File: config.mk
export PLATFORM = sky130hd
export DESIGN_NAME = spi_frame_master
export DESIGN_NICKNAME = d
export VERILOG_FILES = /design/src/rtl/spi_frame_pkg.sv /design/src/rtl/spi_half_timer.sv /design/src/rtl/spi_frame_master.sv
export SDC_FILE = /design/constraint.sdc
export NUM_CORES = 1
export LEC_CHECK = 0
export ABC_AREA = 1
export CAP_MARGIN = 10
export CORE_MARGIN = 4
export CORE_UTILIZATION = 47
export CTS_CLUSTER_SIZE = 24
export DETAILED_ROUTE_END_ITERATION = 10
export PLACE_DENSITY = 0.73
export SETUP_SLACK_MARGIN = 0.1
export SKIP_LAST_GASP = 1
export SYNTH_ARGS = -nofsm -noshare
export SYNTH_HDL_FRONTEND = slang
export SYNTH_SLANG_ARGS = --single-unit
File: constraint.sdc
create_clock -name clk -period 1.56 [get_ports clk]
set_clock_uncertainty 0.1 [all_clocks]
set_input_delay 0.234 -clock clk [delete_from_list [all_inputs] [get_ports clk]]
set_output_delay 0.234 -clock clk [all_outputs]
set_load 0.01 [all_outputs]
File: src/rtl/spi_frame_pkg.sv
// Shared frame geometry, FSM state type and header construction for the SPI frame master.
package spi_frame_pkg;

    localparam int unsigned FRAME_BITS     = 40;
    localparam int unsigned HDR_BITS       = 8;
    localparam int unsigned PAYLOAD_BITS   = 32;
    localparam int unsigned WRITE_FLAG_POS = 7;
    localparam int unsigned ADDR_BITS      = 4;
    localparam int unsigned TIMER_W        = 8;

    typedef enum logic [2:0] {
        ST_IDLE,
        ST_SETUP,
        ST_HIGH,
        ST_LOW,
        ST_GAP
    } state_t;

    // Header byte: write flag in the MSB, three zero bits, register index in the low nibble.
    function automatic logic [HDR_BITS-1:0] build_header(
        input logic                 write,
        input logic [ADDR_BITS-1:0] addr
    );
        logic [HDR_BITS-1:0] hdr;
        hdr                 = '0;
        hdr[WRITE_FLAG_POS] = write;
        hdr[ADDR_BITS-1:0]  = addr;
        return hdr;
    endfunction

endpackage

File: src/rtl/spi_half_timer.sv
// Reloadable down-counter timing SPI clock half-periods and the chip-select gap.
module spi_half_timer
    import spi_frame_pkg::*;
(
    input  logic               clk,
    input  logic               reset_n,
    input  logic               load,
    input  logic [TIMER_W-1:0] load_val,
    output logic               tc
);

    logic [TIMER_W-1:0] cnt;

    // A load of N yields tc in the N-th cycle after the load edge, so a phase lasts exactly N cycles.
    always_ff @(posedge clk) begin
        if (!reset_n) begin
            cnt <= '0;
        end else if (load) begin
            cnt <= load_val;
        end else if (cnt != '0) begin
            cnt <= cnt - 1'b1;
        end
    end

    assign tc = (cnt == TIMER_W'(1));

endmodule

File: src/rtl/spi_frame_master.sv
// SPI mode-0 master sending 40-bit frames (8-bit header + 32-bit payload) and capturing MISO payload.
module spi_frame_master
    import spi_frame_pkg::*;
#(
    parameter int unsigned CLK_DIV = 4,
    parameter int unsigned CS_GAP  = 8
) (
    input  logic                    clk,
    input  logic                    reset_n,
    input  logic                    req_valid,
    output logic                    req_ready,
    input  logic                    req_write,
    input  logic [ADDR_BITS-1:0]    req_addr,
    input  logic [PAYLOAD_BITS-1:0] req_wdata,
    output logic                    rsp_valid,
    output logic [PAYLOAD_BITS-1:0] rsp_rdata,
    output logic                    SPI_CLK,
    output logic                    SPI_CS,
    output logic                    SPI_MOSI,
    input  logic                    SPI_MISO
);

    localparam logic [5:0] LAST_BIT = 6'(FRAME_BITS);
    localparam logic [5:0] HDR_LAST = 6'(HDR_BITS);

    state_t                  state;
    logic [FRAME_BITS-1:0]   tx_shift;
    logic [FRAME_BITS-1:0]   frame_word;
    logic [PAYLOAD_BITS-1:0] rx_shift;
    logic [5:0]              bit_cnt;
    logic                    gap_first;
    logic                    miso_meta;
    logic                    miso_sync;
    logic                    accept;
    logic                    timer_load;
    logic                    timer_tc;
    logic [TIMER_W-1:0]      timer_val;

    assign accept = req_valid & req_ready;

    // Assemble the outgoing frame from the live request fields; only used on the accepting edge.
    always_comb begin
        frame_word = {build_header(req_write, req_addr), (req_write ? req_wdata : '0)};
    end

    // Reload the half-period timer at each phase boundary; the last LOW phase loads the CS gap instead.
    always_comb begin
        timer_load = 1'b0;
        timer_val  = TIMER_W'(CLK_DIV);
        case (state)
            ST_IDLE:           timer_load = accept;
            ST_SETUP, ST_HIGH: timer_load = timer_tc;
            ST_LOW: begin
                timer_load = timer_tc;
                if (bit_cnt == LAST_BIT) begin
                    timer_val = TIMER_W'(CS_GAP);
                end
            end
            default:           timer_load = 1'b0;
        endcase
    end

    spi_half_timer u_timer (
        .clk      (clk),
        .reset_n  (reset_n),
        .load     (timer_load),
        .load_val (timer_val),
        .tc       (timer_tc)
    );

    // Two-flop resynchroniser for the asynchronous MISO line.
    always_ff @(posedge clk) begin
        if (!reset_n) begin
            miso_meta <= 1'b0;
            miso_sync <= 1'b0;
        end else begin
            miso_meta <= SPI_MISO;
            miso_sync <= miso_meta;
        end
    end

    // Frame sequencer: drives the bus, shifts MOSI out and MISO in, and reports completion.
    always_ff @(posedge clk) begin
        if (!reset_n) begin
            state     <= ST_IDLE;
            req_ready <= 1'b0;
            rsp_valid <= 1'b0;
            rsp_rdata <= '0;
            SPI_CLK   <= 1'b0;
            SPI_CS    <= 1'b1;
            SPI_MOSI  <= 1'b0;
            tx_shift  <= '0;
            rx_shift  <= '0;
            bit_cnt   <= '0;
            gap_first <= 1'b0;
        end else begin
            rsp_valid <= 1'b0;
            unique case (state)
                ST_IDLE: begin
                    if (accept) begin
                        state     <= ST_SETUP;
                        req_ready <= 1'b0;
                        SPI_CS    <= 1'b0;
                        tx_shift  <= frame_word;
                        SPI_MOSI  <= frame_word[FRAME_BITS-1];
                        bit_cnt   <= '0;
                    end else begin
                        req_ready <= 1'b1;
                    end
                end
                ST_SETUP: begin
                    if (timer_tc) begin
                        state   <= ST_HIGH;
                        SPI_CLK <= 1'b1;
                        bit_cnt <= bit_cnt + 1'b1;
                    end
                end
                ST_HIGH: begin
                    if (timer_tc) begin
                        if (bit_cnt > HDR_LAST) begin
                            rx_shift <= {rx_shift[PAYLOAD_BITS-2:0], miso_sync};
                        end
                        state   <= ST_LOW;
                        SPI_CLK <= 1'b0;
                        if (bit_cnt < LAST_BIT) begin
                            SPI_MOSI <= tx_shift[FRAME_BITS-2];
                            tx_shift <= tx_shift << 1;
                        end else begin
                            SPI_MOSI <= 1'b0;
                        end
                    end
                end
                ST_LOW: begin
                    if (timer_tc) begin
                        if (bit_cnt == LAST_BIT) begin
                            state     <= ST_GAP;
                            SPI_CS    <= 1'b1;
                            SPI_MOSI  <= 1'b0;
                            gap_first <= 1'b1;
                        end else begin
                            state   <= ST_HIGH;
                            SPI_CLK <= 1'b1;
                            bit_cnt <= bit_cnt + 1'b1;
                        end
                    end
                end
                ST_GAP: begin
                    // The response is registered off the first GAP cycle, so it appears one edge after CS rises.
                    if (gap_first) begin
                        rsp_valid <= 1'b1;
                        rsp_rdata <= rx_shift;
                        gap_first <= 1'b0;
                    end
                    if (timer_tc) begin
                        state     <= ST_IDLE;
                        req_ready <= 1'b1;
                    end
                end
            endcase
        end
    end

endmodule
Word-level counts from Yosys, hierarchy flattened
Index checks and enable logic that the tools add are counted.

storage, ports and cells
  flip-flop bits (word level) = 128
  input port bits = 41
  output and inout port bits = 37

cells by class
  $add $sub $neg = 2
  $lt $le $gt $ge = 2
  equality and inequality tests = 14
  mux-type cells = 41
  bitwise operators = 1
  reductions and logical operators = 22

operators with widths
  kind                 number
  $mux 39              3
  $pmux 39 s2          1
  $mux 32              1
  $mux 6               4
  $reduce_and 5->1     4
  $mux 3               6
  $pmux 6 s3           1
  $mux 8               2
  $ne 2x2->1 const B   8
  $pmux 3 s5           1
  $mux 1               14
  $reduce_bool 2->1    5
  $reduce_bool 3->1    3
  $eq 8x1->1 const B   1
  $mux 4               2
  $pmux 1 s2           4
  $reduce_and 4->1     2
  $reduce_bool 8->1    1
  $sub 8x1->8 const B  1
  $add 6x1->6 const B  1
  $eq 3x2->1 const B   2
  $eq 6x6->1 const B   1
  $gt 6x4->1 const B   1
  $lt 6x6->1 const B   1
  other kinds (8)      12

Depth between registers and ports, before layout
  depth in word-level cells = 4
  mapped depth = 12

Modules after synthesis
Synthesis repeated with hierarchy kept, for this count alone.

unflattened totals
  cells, all modules = 833
  area, all modules = 5,705.5 um^2

by module, submodules not included
  module            times used  cells an instance  area an instance (um^2)
  spi_frame_master  1           745                5,154.9
  spi_half_timer    1           88                 550.5

Worst setup path after synthesis
OpenSTA, ideal clock, no wires.

  kind = register -> register
  start = register u_timer.cnt[1]
  end = register tx_shift[10]
  arrival = 1,369 ps
  required time = 1,347 ps
  slack = -22 ps
  cell stages (with the launch flop) = 11
  path buffers = 1
  period minus slack after synthesis = 1,582 ps
  cells stage by stage = dfxtp_1 inv_1 ha_1 nand2_2 nor2_8 nand2_2 nand2_2 nand2_4 buf_2 o21ai_1 nor2_1

between the ends
  word-level cells in the longest chain between the ends = 3

ends and longest elaborated chain
  element                     RTL line                 text
  from (decl)                 spi_half_timer.sv:12     logic [TIMER_W-1:0] cnt;
  from (signal assigned)      spi_half_timer.sv:19     cnt <= load_val;
  from (signal assigned)      spi_half_timer.sv:21     cnt <= cnt - 1'b1;
  $eq 8x1->1                  spi_half_timer.sv:25     assign tc = (cnt == TIMER_W'(1));
  $ne 2x2->1 (no line)        n/a
  $reduce_and 4->1 (no line)  n/a
  to (signal assigned)        spi_frame_master.sv:104  tx_shift <= frame_word;
  to (signal assigned)        spi_frame_master.sv:127  tx_shift <= tx_shift << 1;
  to (decl)                   spi_frame_master.sv:27   logic [FRAME_BITS-1:0] tx_shift;

Every way passes these cells.
A chain may end at the register's enable or synchronous reset.

Final worst setup path
  start = register u_timer.cnt[1]
  end = register rx_shift[16]

between the ends
  word-level cells in the longest chain between the ends = 2

ends and longest elaborated chain
  element                     RTL line                 text
  $eq 8x1->1                  spi_half_timer.sv:25
  $reduce_and 3->1 (no line)  n/a
  to (signal assigned)        spi_frame_master.sv:121  rx_shift <= {rx_shift[PAYLOAD_BITS-2:0], miso_sync};
  to (decl)                   spi_frame_master.sv:29   logic [PAYLOAD_BITS-1:0] rx_shift;

Every way passes these cells.

==> key figures <==
Outcome
  – Status: complete, but fails checks
  – Failing checks: negative setup slack

Critical path
  – Reg2Reg Depth: 9
  – Launching instance or port of the critical path: u_timer.cnt[1]$_SDFFE_PN0P_
  – Endpoint of the worst setup timing path: rx_shift[16]$_SDFFE_PN0P_
  – Crit. End Element: flop
  – Crit start category: flop
  – Data arrival, critical path: 1820 ps
  – Worst reg2reg setup slack: -50 ps
  – RR Endpoint: rx_shift[16]$_SDFFE_PN0P_
  – Required @ worst endpoint: 1770 ps
  – Crit path max fanout: 41
  – Critical R2R Launch: u_timer.cnt[1]$_SDFFE_PN0P_
  – WS Path Type: flop to flop

Power and ir drop
  – Switching pwr: 0.00433 W
  – Net Sw Frac: 0.339
  – Internal power of the cells: 0.00845 W
  – Share of power burned in combinational logic: 0.350
  – Leak: 3.72 nW
  – Proportion of power drawn by the clock network: 0.323
  – Portion of total power attributed to sequential cells: 0.326
  – Total power divided by cell area: 1640 nW/um^2
  – Worst ir drop on vdd: 0.000878 V

Logic synthesis
  – Register bit total from synthesis: 128
  – Synth warn: 0
  – Unique cell type count in the Yosys netlist: 31
  – Count of mapped cells out of synthesis: 853
  – Main combinational cell family by area after synthesis: simple AND/OR/NAND/NOR gates
  – Arithmetic-cell share of the synthesized area counting full adders, half adders and majority gates: 0.0109
  – Mapped Avg Cell Area: 6.72 sq um
  – Xor/xnor cell area share of the yosys netlist: 0.00458
  – Fraction of the mapped netlist area in simple logic gates: 0.368
  – Number of nets in the synthesized netlist: 899
  – Post-Syn Area: 5730 sq um
  – Portion of netlist area occupied by mux cells: 0
  – Area fraction in compound gates after synthesis: 0.0884
  – Sequential element share of the synthesized area: 0.447

Final layout
  – Net count, final: 1007
  – Post-route cell area: 7770 sq um
  – Fill cells: 1008
  – Fraction of layout cells with a size suffix above 1: 0.144
  – Final Instance Count excl. Fillers: 1121
  – Commonest non-fill, non-tap cell in the layout: sky130_fd_sc_hd__nand2_1
  – Layout-stage area growth over the synthesis result: 35.6%
  – Commonest non-fill, non-tap cells in the layout: sky130_fd_sc_hd__nand2_1, sky130_fd_sc_hd__nor2_1, sky130_fd_sc_hd__dfxtp_1
  – Number of antenna repair diodes: 0
  – Fin util: 0.650

Route
  – Drt total wl: 12900 microns
  – Initial detailed-routing violation count: 294
  – DRC violation count after routing: 0
  – Total number of vias: 5366
  – Routed wire per std cell: 11.5 microns
  – Routed vias/inst: 4.79
  – Initial DRT Pass Iterations: 4
  – Residual antenna-violating net count after detailed routing: 0

Clock network
  – Clock sink count: 128
  – Clock input transition at the sequential cells of the worst setup and hold paths: 60 ps
  – Clock insertion delay at the later pin of the skew report: 410 ps
  – H-Tree Level Count: 4
  – Number of CTS-inserted buffers: 17
  – Maximum buffer depth of the clock tree: 2
  – CTS hold repair buffers: 0
  – Clock tree from TritonCTS: built
  – Clk root buf: sky130_fd_sc_hd__clkbuf_16

Floorplan
  – Placement Rows: 40
  – Height of the die: 118 microns
  – Die X: 118 microns
  – Die footprint: 14000 sq um
  – Core Box Area: 12000 sq um
  – Initial core utilization: 0.479
  – Number of top-level pins: 78

Global route
  – GRT overflow: 0
  – Antenna violations before repair: 0
  – Maximum number of pins on one net before global-route repair: 74
  – GRT Util Overall: 0.185
  – Global-route wire length before repair: 21800 microns
  – Number of global-route vias before repair: 4965

Timing
  – Slew at the pin closest to its max-slew limit: 393 ps
  – Number of endpoints with negative hold slack in the final report: 0
  – Final period utilization: 1.03
  – Unrepaired setup endpoints after global routing: true
  – Final Slew Violations: 0
  – Worst-case headroom to the max-slew limit: 0.736
  – Final worst slack: -54.0 ps
  – Min Clock Period, post-route: 1610 ps
  – Total setup violations reported at the end of the flow: 57
  – Maximum frequency from static timing analysis: 0.620 GHz

Placement
  – Post-placement setup slack: -178 ps
  – # placed instances: 1082
  – HPWL Detailed: 8150 microns
  – Cell Area, Placed: 7020 sq um
  – Routability cong.: 0.844
  – IO buf count: 77

Hold path
  – Path class of the lowest-slack min-delay path: input pin to flop

Run
  – Max capacitance violation total: 0
-- registers in the layout, indices dropped and copies added, names as in the netlist --
signal,count
tx_shift,39
rsp_rdata,32
rx_shift,32
u_timer.cnt,8
bit_cnt,6
state,3
SPI_CLK,1
SPI_CS,1
SPI_MOSI,1
gap_first,1
miso_meta,1
miso_sync,1
req_ready,1
rsp_valid,1
-- power groups by stage --
stage	registers, W	logic (W)	clock network [W]
2_1_floorplan	0.00417	0.00278	0
3_3_place_gp	0.00419	0.00404	0
3_5_place_dp	0.00421	0.00409	0
4_1_cts	0.00415	0.00425	0.00419
5_1_grt	0.00423	0.00505	0.00435
6_report	0.00417	0.00448	0.00413
-- kinds of logic after synthesis --
kind of cell,Yosys count
buf+inv,107
flops,128
xor+xnor,3
fa+ha+maj,5
compound gates,97
simple gates,513
-- per-stage QoR --
step | power (W) | setup TNS, ps | hold WS (ps)
after floorplan | 0.00695 | 0 | 232
after global placement | 0.00824 | -6980 | 298
after detailed placement | 0.00830 | -7040 | 303
after CTS | 0.0126 | -326 | 154
after global routing | 0.0136 | -11010 | 169
final | 0.0128 | -1100 | 165
-- how the worst min path moves through the flow --
stage	startpoint	to	cells after the start
finish	reset_n	rx_shift[11]$_SDFFE_PN0P_	4
global placement	miso_meta$_SDFF_PN0_	miso_sync$_SDFF_PN0_	2
global route	reset_n	rx_shift[14]$_SDFFE_PN0P_	4
CTS	reset_n	rx_shift[19]$_SDFFE_PN0P_	4
detailed placement	miso_meta$_SDFF_PN0_	miso_sync$_SDFF_PN0_	2
floorplan	SPI_MISO	miso_meta$_SDFF_PN0_	2
-- worst max-delay path, stage by stage (launching register included) --
cell and delay (ps):
sky130_fd_sc_hd__dfxtp_2 320, sky130_fd_sc_hd__inv_2 70, sky130_fd_sc_hd__ha_4 130, sky130_fd_sc_hd__nand2_4 70
sky130_fd_sc_hd__nor2_8 190, sky130_fd_sc_hd__buf_12 130, sky130_fd_sc_hd__o211ai_4 100, sky130_fd_sc_hd__buf_12 190
sky130_fd_sc_hd__nor2_1 130, sky130_fd_sc_hd__nor2_1 70
-- metal layers --
metal | track usage | part of all wire | wire [microns]
met3 | 0.0464 | 0.036 | 471
met2 | 0.319 | 0.48 | 6150
met4 | 0.0659 | 0.016 | 210
met5 | 0 | 0 | 0
met1 | 0.223 | 0.47 | 6090
-- timing repair --
item | in CTS | in global routing
buffers inserted | 2 | 1
endpoints found under the setup margin | 127 | 102
resized for setup | 46 | 21
pin swaps | 2 | 9
cloned | 0 | 4
-- synthesized netlist by cell type (all sizes together) --
master,count,area (sq um)
inv,63,241
ha,5,62.6
nand4,1,6.26
nor3,3,15.0
and3,1,6.26
a21oi,51,255
buf,32,179
o211ai,2,28.8
o21ai,42,210
nor4,1,6.26
xor2,3,26.3
nand2,270,1040
a31oi,2,12.5
dfxtp,128,2560
clkbuf,12,45.0
nor3b,1,7.51
nor2,183,756
nand3,53,270
-- area by class of cell --
| cell class | count | area [sq um] | area share |
|---|---|---|---|
| multi-input combinational | 619 | 2790 | 0.359 |
| clock inverter | 13 | 189 | 0.0243 |
| timing repair buffer | 132 | 1350 | 0.173 |
| sequential | 128 | 2580 | 0.332 |
| tap | 147 | 184 | 0.0237 |
| inverter | 63 | 246 | 0.0317 |
| clock buffer | 19 | 433 | 0.0557 |
Power figures use the tool's default switching activity.
